`src/rtl/gpio_host_seq.sv`:
```
// gpio_host_seq: hardware host driving the convolver GPIO control word and readback.
// Define HOST_SEQ_FMT_CHECK_EN to build the sticky readback format check on o_err.
module gpio_host_seq #(
    parameter int GPIO_D     = 32,
    parameter int NB_ADDRESS = 10,
    parameter int RAM_WIDTH  = 13,
    parameter int M_LEN      = 3,
    parameter int RST_CYCLES = 4,
    parameter int STREAM_LEN = 38,
    parameter int READ_LEN   = 32,
    parameter int READ_LAT   = 2
) (
    input  logic                 CLK100MHZ,
    input  logic                 i_reset,
    input  logic                 i_start,
    output logic [GPIO_D-1:0]    o_gpio_o,
    input  logic [GPIO_D-1:0]    i_gpio_i,
    output logic [RAM_WIDTH-1:0] o_data,
    output logic                 o_valid,
    input  logic                 i_ready,
    output logic                 o_busy,
    output logic                 o_done,
    output logic                 o_err
);

    localparam int CW = 16;
    localparam int AW = NB_ADDRESS + 1;

    localparam logic [CW-1:0] RST_LAST    = CW'(RST_CYCLES - 1);
    localparam logic [CW-1:0] KLOAD_LAST  = CW'(M_LEN - 1);
    localparam logic [CW-1:0] STREAM_LAST = CW'(STREAM_LEN - 1);
    localparam logic [CW-1:0] DRAIN_LAST  = CW'(1);
    localparam logic [CW-1:0] LAT_LAST    = CW'(READ_LAT - 1);
    localparam logic [AW-1:0] RD_LAST     = AW'(READ_LEN - 1);
    localparam bit            NO_READS    = (READ_LEN == 0);

    typedef enum logic [3:0] {
        S_IDLE,
        S_RST,
        S_KLOAD,
        S_STREAM,
        S_DRAIN,
        S_RADDR,
        S_RWAIT,
        S_RHOLD,
        S_DONE
    } state_t;

    state_t                 state_q, state_d;
    logic [CW-1:0]          cnt_q, cnt_d;
    logic [AW-1:0]          rd_cnt_q, rd_cnt_d;
    logic [RAM_WIDTH-1:0]   data_q, data_d;
    logic [GPIO_D-1:0]      gpio_q, gpio_d;
    logic                   valid_q, valid_d;
    logic                   busy_q, busy_d;
    logic                   done_q, done_d;
    logic                   cap;

    assign cap = (state_q == S_RWAIT) && (cnt_q == LAT_LAST);

    always_comb begin
        state_d  = state_q;
        cnt_d    = cnt_q + CW'(1);
        rd_cnt_d = rd_cnt_q;
        data_d   = data_q;
        unique case (state_q)
            S_IDLE: begin
                cnt_d = '0;
                if (i_start) state_d = S_RST;
            end
            S_RST: begin
                if (cnt_q == RST_LAST) begin
                    cnt_d   = '0;
                    state_d = S_KLOAD;
                end
            end
            S_KLOAD: begin
                if (cnt_q == KLOAD_LAST) begin
                    cnt_d   = '0;
                    state_d = S_STREAM;
                end
            end
            S_STREAM: begin
                if (cnt_q == STREAM_LAST) begin
                    cnt_d   = '0;
                    state_d = S_DRAIN;
                end
            end
            S_DRAIN: begin
                if (cnt_q == DRAIN_LAST) begin
                    cnt_d    = '0;
                    rd_cnt_d = '0;
                    state_d  = NO_READS ? S_DONE : S_RADDR;
                end
            end
            S_RADDR: begin
                cnt_d   = '0;
                state_d = S_RWAIT;
            end
            S_RWAIT: begin
                if (cap) begin
                    cnt_d   = '0;
                    data_d  = i_gpio_i[RAM_WIDTH-1:0];
                    state_d = S_RHOLD;
                end
            end
            S_RHOLD: begin
                cnt_d = '0;
                if (i_ready) begin
                    rd_cnt_d = rd_cnt_q + AW'(1);
                    state_d  = (rd_cnt_q == RD_LAST) ? S_DONE : S_RADDR;
                end
            end
            S_DONE: begin
                cnt_d   = '0;
                state_d = S_IDLE;
            end
            default: begin
                cnt_d   = '0;
                state_d = S_IDLE;
            end
        endcase
    end

    // Outputs are registered from the next state so they change cleanly on the edge.
    always_comb begin
        gpio_d  = '0;
        valid_d = 1'b0;
        busy_d  = 1'b1;
        done_d  = 1'b0;
        unique case (state_d)
            S_IDLE:   busy_d = 1'b0;
            S_RST:    gpio_d[0] = 1'b1;
            S_KLOAD:  gpio_d[2] = 1'b1;
            S_STREAM: gpio_d[4:1] = 4'b1111;
            S_DRAIN:  gpio_d[1] = 1'b1;
            S_RADDR, S_RWAIT, S_RHOLD: begin
                gpio_d[1] = 1'b1;
                gpio_d[NB_ADDRESS+7:8] = rd_cnt_d[NB_ADDRESS-1:0];
                valid_d = (state_d == S_RHOLD);
            end
            S_DONE: begin
                busy_d = 1'b0;
                done_d = 1'b1;
            end
            default: busy_d = 1'b0;
        endcase
    end

    always_ff @(posedge CLK100MHZ or negedge i_reset) begin
        if (!i_reset) begin
            state_q  <= S_IDLE;
            cnt_q    <= '0;
            rd_cnt_q <= '0;
            data_q   <= '0;
            gpio_q   <= '0;
            valid_q  <= 1'b0;
            busy_q   <= 1'b0;
            done_q   <= 1'b0;
        end else begin
            state_q  <= state_d;
            cnt_q    <= cnt_d;
            rd_cnt_q <= rd_cnt_d;
            data_q   <= data_d;
            gpio_q   <= gpio_d;
            valid_q  <= valid_d;
            busy_q   <= busy_d;
            done_q   <= done_d;
        end
    end

    assign o_gpio_o = gpio_q;
    assign o_data   = data_q;
    assign o_valid  = valid_q;
    assign o_busy   = busy_q;
    assign o_done   = done_q;

`ifdef HOST_SEQ_FMT_CHECK_EN
    logic err_q, err_d;

    always_comb begin
        err_d = err_q;
        if (state_q == S_IDLE && i_start) err_d = 1'b0;
        if (cap && (|i_gpio_i[GPIO_D-1:RAM_WIDTH])) err_d = 1'b1;
    end

    always_ff @(posedge CLK100MHZ or negedge i_reset) begin
        if (!i_reset) err_q <= 1'b0;
        else          err_q <= err_d;
    end

    assign o_err = err_q;
`else
    logic unused_hi;
    assign unused_hi = ^i_gpio_i[GPIO_D-1:RAM_WIDTH];
    assign o_err     = 1'b0;
`endif

endmodule

```
`config.mk`:
```
export PLATFORM = sky130hd
export DESIGN_NAME = gpio_host_seq
export DESIGN_NICKNAME = d
export VERILOG_FILES = /design/src/rtl/gpio_host_seq.sv
export SDC_FILE = /design/constraint.sdc
export NUM_CORES = 1
export LEC_CHECK = 0
export BUFFER_PORTS_ARGS = -buffer_cell sky130_fd_sc_hd__buf_4
export CORE_MARGIN = 2
export CORE_UTILIZATION = 53
export DETAILED_ROUTE_END_ITERATION = 16
export PLACE_DENSITY = 0.85
export SETUP_SLACK_MARGIN = 0.3
export SYNTH_ARGS = -nofsm -noshare
export SYNTH_HDL_FRONTEND = slang
export SYNTH_SLANG_ARGS = --single-unit
```
`constraint.sdc`:
```
create_clock -name CLK100MHZ -period 2.8 [get_ports CLK100MHZ]
set_input_delay 0.14 -clock CLK100MHZ [delete_from_list [all_inputs] [get_ports CLK100MHZ]]
set_output_delay 0.14 -clock CLK100MHZ [all_outputs]
set_load 0.005 [all_outputs]
```
==> results_dict.tcl <==
set metrics [dict create \
    clock.fmax_mhz 410 \
    yosysSeqAreaShare 0.463 \
    drv_cap 0 \
    synth_edf_count 0 \
    grt_pass1_wl_mm 11.4 \
    status "finished, final reports clean" \
    drc 0 \
    wl_per_cell_um 15.2 \
    synth-simple-area-share 0.231 \
    seqPwrFrac 0.371 \
    multiInputGateArea_mm2 0.00151 \
    antenna_found_initial 0 \
    finalHoldViolations 0 \
    reg2reg_slack_ns 0.36 \
    combPwrFrac 0.378 \
    h-tree-depth 3 \
    num_rows 28 \
    num_io_pins 85 \
    layout-area-overhead-vs-synth_pct 15.9 \
    grt_max_degree 62 \
    synth-compound-area-share 0.0889 \
    final_cells 434 \
    holdPathStages 2 \
    cts-buffers-inserted 9 \
    drt_iter0_drc 198 \
    r2r_end "o_data[6]$_DFFE_PN0P_" \
    power_density_mw_per_mm2 880 \
    antenna_cells_inserted 0 \
    ys_seq_elements 61 \
    worstSetupPathType "reg2reg" \
    p_leak_nw 1.84 \
    routed_via_density 5.61 \
    cts.clk_slew.worst_paths_ns 0.06 \
    period_minus_slack_ns 2.44 \
    r2r_start "cnt_q[4]$_DFF_PN0_" \
    ant_nets 0 \
    synth_adder_area_share 0.0152 \
    netlist_instances 307 \
    grt_overflow 0 \
    grt_use_total 0.206 \
    synthArstFlopShare 1.00 \
    netlist_area_mm2 0.00329 \
    fill_cells 431 \
    clockBufferDepth 2 \
    cts_tree "done" \
    crit_path_max_fanout 13 \
    p_int_mw 2.24 \
    drt-pass1-iter-count 4 \
    dp_hpwl_mm 4.51 \
    worstMarginPinSlew_ns 0.742 \
    fin_nets 395 \
    root_buffer "clkbuf_8" \
    start_util 0.553 \
    dieHeight_um 82.8 \
    crit_end "o_data[6]$_DFFE_PN0P_" \
    reg2reg_depth 6 \
    port-buffer-count 47 \
    pwr-share-clk 0.251 \
    switching_share 0.335 \
    cts_sinks 61 \
    endpoint_kind "flip-flop" \
    vias 2435 \
    die_w_um 82.8 \
    placed_cells 416 \
    synthXorXnorAreaFrac 0.0425 \
    finClkSkew_ns 0.0102 \
    min_path_type "in2reg" \
    grt_pass1_vias 2340 \
    p_sw_mw 1.13 \
    yosysWarningCount 0 \
    crit_arrival_ns 2.66 \
    worstPathRequired_ns 3.03 \
    register_area_mm2 0.00153 \
    vdd_ir_drop_max_mv 0.486 \
    rsz0062_at_grt "yes" \
    slew_headroom 0.506 \
    startpoint "cnt_q[4]$_DFF_PN0_" \
    syn-mean-instance-area_um2 10.7 \
    setup_tns_ns 0 \
    finalCritPeriodShare 0.870 \
    final_max_slew_viol_count 0 \
    die-area_mm2 0.00686 \
    synth.area.mux_share 0.0589 \
    synth.distinct_cells 60 \
    clock_latency_ns 0.35 \
    start_kind "flip-flop" \
    setup_violations 0 \
    wl_mm 6.61 \
    layout-drive-gt1-share 0.295 \
    synth_flop_cell "dfrtp_1" \
    synth_top_family_by_area "simple AND/OR/NAND/NOR gates" \
    place_congestion 0.787 \
    coreArea_mm2 0.00596 \
]
-- logic make-up after synthesis --
| group | Yosys count |
|---|---|
| flip-flops | 61 |
| XOR/XNOR | 16 |
| multiplexers | 14 |
| buffers and inverters | 48 |
| AO/OA/AOI/OAI | 41 |
| adder cells (fa/ha/maj) | 4 |
| other | 1 |
| AND/OR/NAND/NOR | 122 |
-- stage by stage --
stage | worst slack, ns | total power, mW | instance area (um^2) | util | hold slack [ns]
3_5_place_dp | 0.362 | 2.47 | 3560 | 0.599 | 0.252
2_1_floorplan | 0.530 | 2.12 | 3360 | - | -0.156
5_1_grt | 0.271 | 3.57 | 3820 | 0.641 | 0.0241
3_3_place_gp | 0.389 | 2.42 | 3560 | 0.599 | 0.241
4_1_cts | 0.342 | 3.34 | 3790 | 0.636 | 0.00956
6_report | 0.363 | 3.36 | 3820 | 0.641 | 0.0253
-- cells in the mapped netlist (all sizes together), types with 2 or more instances --
cell type	n	area [um^2]
a2111oi	3	32.5
a211oi	6	50.1
a21o	2	15.0
a21oi	9	45.0
a221oi	3	38.8
and2	2	12.5
and3	5	36.3
and4b	2	20.0
buf	24	209
clkbuf	10	58.8
dfrtp	61	1530
ha	4	50.1
inv	13	48.8
mux2	13	184
nand2	23	93.8
nand2b	2	12.5
nand3	11	55.1
nand3b	5	37.5
nand4	7	43.8
nand4b	2	17.5
nor2	31	116
nor3	4	20.0
nor4	12	148
o21ai	10	50.1
o22ai	2	12.5
or2	2	12.5
or3	2	12.5
or3b	3	26.3
or4	4	41.3
xnor2	7	61.3
xor2	9	78.8
-- what timing repair did --
action | in CTS | in global routing
gates resized for setup | 0 | 2
endpoints found under the setup margin | 0 | 5
hold endpoints to repair | 61 | 0
hold buffers | 1 | 0
setup buffers | 0 | 2
-- worst min path at each step --
stage                            from                      to  slack [ns]
after CTS                 i_gpio_i[0]   o_data[0]$_DFFE_PN0P_        0.01
after detailed placement      i_reset  o_gpio_o[11]$_DFF_PN0_        0.25
after global routing      i_gpio_i[7]   o_data[7]$_DFFE_PN0P_        0.02
final                     i_gpio_i[0]   o_data[0]$_DFFE_PN0P_        0.03
after floorplan               i_reset      cnt_q[0]$_DFF_PN0_       -0.16
after global placement        i_reset  o_gpio_o[13]$_DFF_PN0_        0.24
-- flip-flops by register name, indices dropped and copies added (netlist names) --
name / count
o_data: 13
o_valid: 1
o_busy: 1
state_q: 4
o_gpio_o: 14
rd_cnt_q: 11
cnt_q: 16
o_done: 1
-- cell usage in the layout, fill, tap and decap left out, types with 3 or more instances in the layout --
master,instances
nor2_1,31
or3b_2,3
ha_1,4
a21oi_1,8
dfrtp_1,61
buf_4,53
o21ai_0,7
a211oi_1,5
nor4_1,6
clkinv_2,3
xor2_1,9
clkbuf_8,10
conb_1,18
inv_1,13
nand4_1,7
nor4_4,4
nand3b_1,5
nand2_1,22
or4_4,3
xnor2_1,7
and3_1,4
mux2_2,3
nor3_1,4
nand3_1,11
mux2_4,10
o21ai_1,3
-- power groups by stage --
stage	Combinational, mW	Sequential [mW]	Clock, mW
finish	1.27	1.25	0.845
global route	1.39	1.27	0.908
CTS	1.23	1.24	0.866
detailed placement	1.22	1.26	0
global placement	1.18	1.24	0
floorplan	0.913	1.20	0
-- layout make-up --
| type | instances | share of cell area |
|---|---|---|
| clock buffers | 10 | 0.0360 |
| clock inverters | 5 | 0.0197 |
| inverters | 13 | 0.0128 |
| multi-input cells | 215 | 0.395 |
| flip-flops and latches | 61 | 0.400 |
| well taps | 75 | 0.0246 |
| repair buffers | 55 | 0.112 |
-- routing by layer --
layer / up-vias / part of all wire / global-route usage
met5: - / 0 / 0
met4: 0 / 0.021 / 0.0894
met3: 12 / 0.065 / 0.0487
met2: 93 / 0.48 / 0.321
met1: 1190 / 0.43 / 0.275
li1: 1140 / - / -
-- critical path, stage by stage, from the launching register on --
cell     delay, ns
dfrtp_1       0.44
or4_4         0.61
nor4b_4       0.38
and3_4        0.28
buf_12        0.11
nand2_4       0.14
mux2_4        0.35
Note: power is estimated with default switching activity, not from simulation.
